$ cat src/rtl/vga_pkg.sv
// Shared constants, colours and pattern encoding for the VGA test-pattern generator.
package vga_pkg;

  localparam int ACTIVE_WIDTH  = 640;
  localparam int ACTIVE_HEIGHT = 480;
  localparam int BAR_WIDTH     = 80;
  localparam int CHECK_SHIFT   = 5;
  localparam int BOX_SIZE      = 32;
  localparam int BOX_STEP      = 2;

  // Pixel coordinate width, and one extra bit for signed box-bound arithmetic
  localparam int CNT_W = 10;
  localparam int POS_W = CNT_W + 1;

  // Colours packed as {R[2:0], G[2:0], B[2:0]}
  localparam logic [8:0] BLACK = 9'b000_000_000;
  localparam logic [8:0] WHITE = 9'b111_111_111;
  localparam logic [8:0] BLUE  = 9'b000_000_111;
  localparam logic [8:0] GREEN = 9'b000_111_000;

  typedef enum logic [1:0] {
    PAT_BARS  = 2'd0,
    PAT_CHECK = 2'd1,
    PAT_BOX   = 2'd2,
    PAT_GRID  = 2'd3
  } pattern_t;

endpackage

$ cat src/rtl/vga_box_mover.sv
// Bouncing-box position: moves BOX_STEP pixels on each axis per step strobe,
// clamping to the visible area and reversing direction at either edge.
module vga_box_mover
  import vga_pkg::*;
(
  input  logic             clk,
  input  logic             rst_n,
  input  logic             step,
  output logic [CNT_W-1:0] bx,
  output logic [CNT_W-1:0] by
);

  localparam logic signed [POS_W-1:0] X_MAX = POS_W'(ACTIVE_WIDTH - BOX_SIZE);
  localparam logic signed [POS_W-1:0] Y_MAX = POS_W'(ACTIVE_HEIGHT - BOX_SIZE);
  localparam logic signed [POS_W-1:0] STEP  = POS_W'(BOX_STEP);

  logic                    dx_neg;
  logic                    dy_neg;
  logic signed [POS_W-1:0] nx;
  logic signed [POS_W-1:0] ny;
  logic        [POS_W-1:0] x_upd;
  logic        [POS_W-1:0] y_upd;

  // Returns {flip, position}: clamp to [0, lim] and request a direction flip when clamped
  function automatic logic [POS_W-1:0] bounce(input logic signed [POS_W-1:0] n,
                                              input logic signed [POS_W-1:0] lim);
    if (n > lim)
      return {1'b1, lim[CNT_W-1:0]};
    else if (n < $signed(POS_W'(0)))
      return {1'b1, {CNT_W{1'b0}}};
    else
      return {1'b0, n[CNT_W-1:0]};
  endfunction

  assign nx    = dx_neg ? $signed({1'b0, bx}) - STEP : $signed({1'b0, bx}) + STEP;
  assign ny    = dy_neg ? $signed({1'b0, by}) - STEP : $signed({1'b0, by}) + STEP;
  assign x_upd = bounce(nx, X_MAX);
  assign y_upd = bounce(ny, Y_MAX);

  // Advance both axes independently on each frame-start strobe
  always_ff @(posedge clk or negedge rst_n) begin
    if (!rst_n) begin
      bx     <= '0;
      by     <= '0;
      dx_neg <= 1'b0;
      dy_neg <= 1'b0;
    end else if (step) begin
      bx     <= x_upd[CNT_W-1:0];
      by     <= y_upd[CNT_W-1:0];
      dx_neg <= dx_neg ^ x_upd[CNT_W];
      dy_neg <= dy_neg ^ y_upd[CNT_W];
    end
  end

endmodule

$ cat src/rtl/vga_pattern_gen.sv
// VGA test-pattern generator: recovers pixel position from the upstream sync
// generator's strobes and renders one of four patterns, two cycles behind the
// inputs with the syncs re-timed to match.
module vga_pattern_gen
  import vga_pkg::*;
(
  input  logic       i_Clk,
  input  logic       i_Rst_L,
  input  logic       i_HSync,
  input  logic       i_VSync,
  input  logic       i_Colour_On,
  input  logic       i_Next,
  output logic       o_HSync,
  output logic       o_VSync,
  output logic [2:0] o_Red,
  output logic [2:0] o_Grn,
  output logic [2:0] o_Blu
);

  logic             hsync_p1;
  logic             vsync_p1;
  logic             vld_p1;
  logic [CNT_W-1:0] col_p1;
  logic [CNT_W-1:0] row_p1;
  pattern_t         active_pat;
  pattern_t         pending_pat;
  logic [CNT_W-1:0] bx;
  logic [CNT_W-1:0] by;
  logic             frame_start;
  logic             line_start;
  logic             line_end;
  logic [2:0]       bar_idx;
  logic             in_box;
  logic             visible;
  logic [8:0]       rgb;

  // Counter increment that sticks at all-ones instead of wrapping
  function automatic logic [CNT_W-1:0] sat_inc(input logic [CNT_W-1:0] v);
    return (v == {CNT_W{1'b1}}) ? v : v + CNT_W'(1);
  endfunction

  // Edges are taken between the live inputs and their stage-1 copies
  assign frame_start = vsync_p1 & ~i_VSync;
  assign line_start  = i_Colour_On & ~vld_p1;
  assign line_end    = ~i_Colour_On & vld_p1;

  // ---- Stage 1: input capture, edge detect, column/row recovery ----
  // Register inputs and track the pixel position they describe
  always_ff @(posedge i_Clk or negedge i_Rst_L) begin
    if (!i_Rst_L) begin
      hsync_p1 <= 1'b0;
      vsync_p1 <= 1'b0;
      vld_p1   <= 1'b0;
      col_p1   <= '0;
      row_p1   <= '0;
    end else begin
      hsync_p1 <= i_HSync;
      vsync_p1 <= i_VSync;
      vld_p1   <= i_Colour_On;
      if (line_start)
        col_p1 <= '0;
      else if (i_Colour_On)
        col_p1 <= sat_inc(col_p1);
      if (frame_start)
        row_p1 <= '0;
      else if (line_end)
        row_p1 <= sat_inc(row_p1);
    end
  end

  // Button presses queue up; the displayed pattern only changes at frame start
  always_ff @(posedge i_Clk or negedge i_Rst_L) begin
    if (!i_Rst_L) begin
      pending_pat <= PAT_BARS;
      active_pat  <= PAT_BARS;
    end else begin
      if (i_Next)
        pending_pat <= pattern_t'(pending_pat + 2'd1);
      if (frame_start)
        active_pat <= pending_pat;
    end
  end

  vga_box_mover u_box (
    .clk   (i_Clk),
    .rst_n (i_Rst_L),
    .step  (frame_start),
    .bx    (bx),
    .by    (by)
  );

  // ---- Stage 2: pattern mux and output registers ----
  assign bar_idx = 3'(col_p1 / CNT_W'(BAR_WIDTH));
  assign in_box  = (col_p1 >= bx) && ({1'b0, col_p1} < ({1'b0, bx} + POS_W'(BOX_SIZE))) &&
                   (row_p1 >= by) && ({1'b0, row_p1} < ({1'b0, by} + POS_W'(BOX_SIZE)));
  assign visible = vld_p1 && (col_p1 < CNT_W'(ACTIVE_WIDTH)) && (row_p1 < CNT_W'(ACTIVE_HEIGHT));

  // Pick the colour for the current pixel; blank outside the active area
  always_comb begin
    rgb = BLACK;
    case (active_pat)
      PAT_BARS:  rgb = {{3{bar_idx[2]}}, {3{bar_idx[1]}}, {3{bar_idx[0]}}};
      PAT_CHECK: rgb = (col_p1[CHECK_SHIFT] ^ row_p1[CHECK_SHIFT]) ? WHITE : BLACK;
      PAT_BOX:   rgb = in_box ? WHITE : BLUE;
      PAT_GRID:  rgb = ((col_p1[5:0] == 6'd0) || (row_p1[5:0] == 6'd0)) ? GREEN : BLACK;
      default:   rgb = BLACK;
    endcase
    if (!visible)
      rgb = BLACK;
  end

  // Output registers keep syncs and colour on the same cycle
  always_ff @(posedge i_Clk or negedge i_Rst_L) begin
    if (!i_Rst_L) begin
      o_HSync <= 1'b0;
      o_VSync <= 1'b0;
      o_Red   <= 3'd0;
      o_Grn   <= 3'd0;
      o_Blu   <= 3'd0;
    end else begin
      o_HSync               <= hsync_p1;
      o_VSync               <= vsync_p1;
      {o_Red, o_Grn, o_Blu} <= rgb;
    end
  end

endmodule

$ cat config.mk
export PLATFORM = sky130hd
export DESIGN_NAME = vga_pattern_gen
export DESIGN_NICKNAME = d
export VERILOG_FILES = /design/src/rtl/vga_pkg.sv /design/src/rtl/vga_box_mover.sv /design/src/rtl/vga_pattern_gen.sv
export SDC_FILE = /design/constraint.sdc
export NUM_CORES = 1
export LEC_CHECK = 0
export CAP_MARGIN = 10
export CORE_UTILIZATION = 30
export DETAILED_ROUTE_END_ITERATION = 8
export PLACE_DENSITY = 0.56
export SLEW_MARGIN = 25
export SYNTH_ARGS = -nofsm -noshare
export SYNTH_HDL_FRONTEND = slang
export SYNTH_SLANG_ARGS = --single-unit
$ cat constraint.sdc
create_clock -name i_Clk -period 3.5 [get_ports i_Clk]
set_input_delay 0.7 -clock i_Clk [delete_from_list [all_inputs] [get_ports i_Clk]]
set_output_delay 0.7 -clock i_Clk [all_outputs]
set_load 0.03 [all_outputs]
==> qor.csv <==
stage,metric,value,unit
drt,WL met3,159,um
clocking,cts hold-fix bufs,0,
clocking,CTS root buf,clkbuf_16,
timing,Fmax,360,MHz
setup_path,"critical path fanouts, max",12,
yosys,Mapped Area,4210,um2
yosys,Post-synth EDFFs,0,
power_and_ir_drop,Sw Ratio,40.5,%
drt,final WL,9.31,mm
clocking,TritonCTS Buffers,5,
yosys,area share of the largest cell type after synthesis,30.9,%
yosys,Netlist cell types,69,
yosys,Post-synth ARST share,100,%
setup_path,CP startpoint kind,flip-flop,
grt,first-pass GRT wire length,16.4,mm
setup_path,critical path class,reg -> reg,
yosys,Post-synth top flop,dfrtp_1,
setup_path,Worst R2R End,u_box.bx[5],
drt,Vias,3429,
drt,metal1 wirelength,4.65,mm
setup_path,Worst R2R Start,u_box.dx_neg,
clocking,postcts setup bufs,0,
drt,Via-to-Cell Ratio,5.25,
worst_hold_path,Hold WC Path Type,reg -> reg,
power_and_ir_drop,leakage power,0.00207,uW
yosys,Syn Nets,526,
clocking,H-tree depth,2,
setup_path,CP Launch Point,u_box.dx_neg,
floorplanning,Starting Density,31.3,%
flow_run,maxcap violations,0,
floorplanning,Die ar.,14500,um2
layout,antenna diode count,0,
setup_path,Worst Path Required,3.68,ns
layout,post-route cell area,4680,um2
yosys,top post-synthesis cells by area,"dfrtp_1 (31%), ha_1 (15%), nand2_1 (3.9%)",
power_and_ir_drop,pwr dens,578,nW/um2
timing,Worst-Margin Slew,0.805,ns
yosys,Syn Inst Count,468,
place,I/O Buffers,16,
timing,RSZ-0062 raised after global routing,no,
clocking,cts repair resizes,0,
place,post-DP HPWL,7.14,mm
timing,final worst-path cycle share,79.3,%
clocking,CTS tree,built,
yosys,synth warn,0,
drt,wire per inst,14.3,um
timing,min cycle time layout,2.77,ns
power_and_ir_drop,clock share of power,20.5,%
clocking,Clock Path Buffers,2,
power_and_ir_drop,P_sw,1100,uW
clocking,clk slew on worst S/H paths,0.07,ns
setup_path,Worst EP arrival,2.95,ns
floorplanning,# rows,42,
power_and_ir_drop,peak supply drop,0.358,mV
setup_path,worst setup path end,u_box.bx[5],
yosys,post-synthesis sequential area ratio,30.9,%
setup_path,Crit. End Element,flip-flop,
layout,nets@finish,534,
timing,"Hold Violations, Final",0,
drt,top sig layer,met4,
layout,area grow syn2layout,11.1,%
floorplanning,# IOs,17,
timing,Hold Slack,0.350,ns
grt,gr usage total,13.7,%
place,Routability Congestion,0.781,
yosys,"area leader, netlist",dfrtp_1,
clocking,clk_lat worst skew,0.29,ns
floorplanning,Core ar.,13500,um2
power_and_ir_drop,Reg power frac,31.9,%
timing,Final Max Slew Viols,0,
floorplanning,Die Span Y,120,um
power_and_ir_drop,Tot Pwr,2710,uW
yosys,"flops & latches, synth",52,
drt,remaining antenna violation count,0,
timing,"Setup violations, final",0,
drt,Initial DRC Count,165,
grt,initial antenna violation count,0,
place,placed cell areas,4520,um2
grt,total grt overflow,0,
setup_path,FF-to-FF path depth,7,
grt,vias in the first global route,3395,
power_and_ir_drop,Int Power,1610,uW
yosys,mean area per synthesized cell,9.00,um2
power_and_ir_drop,Gate power share,47.6,%
timing,clk_skew,0.00509,ns
place,Placed Cells,645,
drt,met2 WL post-DR,4.43,mm
drt,drt pass-1 iters,4,
timing,relative slew slack,46.3,%
layout,share of cells above drive strength 1,5.66,%
grt,pin count of the biggest net entering global routing,29,
setup_path,reg-to-reg setup timing slack,0.73,ns
timing,TNS Setup,0,ns
floorplanning,chip width,120,um
layout,Finished Layout Cells,653,
drt,Remaining DRCs,0,
status,outcome,completed,
clocking,CTS sink count,52,
[per-stage QoR]
stage	util [%]	setup slack [ns]
floorplan	-	0.994
global placement	33.6	0.805
detailed placement	33.6	0.717
CTS	34.8	0.698
global route	34.8	0.465
finish	34.8	0.726
[worst max-delay path, stage by stage (launching register included)]
cell	delay [ns]
dfrtp_1	0.63
fa_1	0.52
or3b_1	0.35
a2111oi_0	0.36
nor4_1	0.10
a221oi_2	0.34
o22ai_1	0.14
a22o_1	0.21
[cells in the final DEF, fill, tap and decap left out, types with 3 or more instances in the layout]
cell type	count
nand4_1	6
nor2b_1	4
mux2i_1	3
nand3_1	12
nor2_1	31
clkdlybuf4s50_1	15
a211oi_1	5
nand2b_1	7
clkbuf_16	5
xnor2_1	17
a21o_1	6
nand2_1	44
dfrtp_1	52
a32o_2	3
nor3b_1	3
a22o_1	3
inv_1	37
a211o_1	4
o21ai_1	4
and3_1	3
o22ai_1	6
nor4_1	3
nor3_1	7
o21a_1	10
o2111ai_1	5
a21oi_1	23
or3_1	4
o211ai_1	9
xor2_1	15
a31oi_1	4
o21ai_0	19
ha_1	50
[cells by family (layout without fill, tap and decap cells)]
logic type / after synthesis / in the layout / share of synthesized area [%]
adder cells (fa/ha/maj): 52 / 52 / 15.8
multiplexers: 3 / 3 / 0.713
buffers and inverters: 54 / 63 / 5.41
flip-flops: 52 / 52 / 30.9
AND/OR/NAND/NOR: 135 / 135 / 15.7
XOR/XNOR: 33 / 33 / 7.04
AO/OA/AOI/OAI: 139 / 139 / 24.4
[synthesized netlist by cell type, types with 3 or more instances]
library cell	n
a211oi_1	5
nand3_1	12
o22ai_1	6
o21ai_0	19
xnor2_1	17
o21ai_1	4
or3_1	4
nor3_1	7
a21o_1	6
nand2_1	44
nor3b_1	3
clkbuf_1	9
mux2i_1	3
nand2b_1	7
nor2b_1	5
nor4_1	3
a22o_1	3
dfrtp_1	52
and3_1	3
a21oi_1	23
a211o_1	4
o211ai_1	9
xor2_1	15
inv_1	37
a31oi_1	4
o2111ai_1	5
ha_1	50
nor2_1	31
buf_4	6
o21a_1	10
nand4_1	6
a32o_2	3
[power groups by stage]
| stage | Sequential, uW | Combinational (uW) | Clock, uW |
|---|---|---|---|
| 6_report | 863 | 1290 | 554 |
| 5_1_grt | 888 | 1470 | 603 |
| 4_1_cts | 866 | 1300 | 572 |
| 3_5_place_dp | 878 | 1290 | 0 |
| 3_3_place_gp | 871 | 1250 | 0 |
| 2_1_floorplan | 852 | 1000 | 0 |
[registers in the layout (all words and copies together), names as in the netlist]
register and flops:
u_box.dx_neg 1, active_pat 2, o_Blu 1, o_Red 1
u_box.dy_neg 1, o_VSync 1, u_box.by 9, hsync_p1 1
pending_pat 2, row_p1 10, col_p1 10, vld_p1 1
vsync_p1 1, u_box.bx 9, o_Grn 1, o_HSync 1
[worst min path at each step]
stage,start,end,cells after the start
final,hsync_p1,o_HSync,0
after CTS,hsync_p1,o_HSync,0
after detailed placement,hsync_p1,o_HSync,0
after global placement,hsync_p1,o_HSync,0
after floorplan,hsync_p1,o_HSync,0
after global routing,hsync_p1,o_HSync,0
[metal layers]
metal  vias to the layer above  track usage, %
met5                         -               0
met4                         0            2.55
met3                         6            1.89
met2                        28            23.5
met1                      1656            18.4
li1                       1739               -
[final cells by class]
class	count	area (um2)
Inverter	37	139
Tap cell	176	220
Sequential cell	52	1300
Timing Repair Buffer	18	170
Fill cell	1409	8770
Clock inverter	2	35.0
Multi-Input combinational cell	362	2690
Clock buffer	6	129
Note: power is estimated with default switching activity, not from simulation.
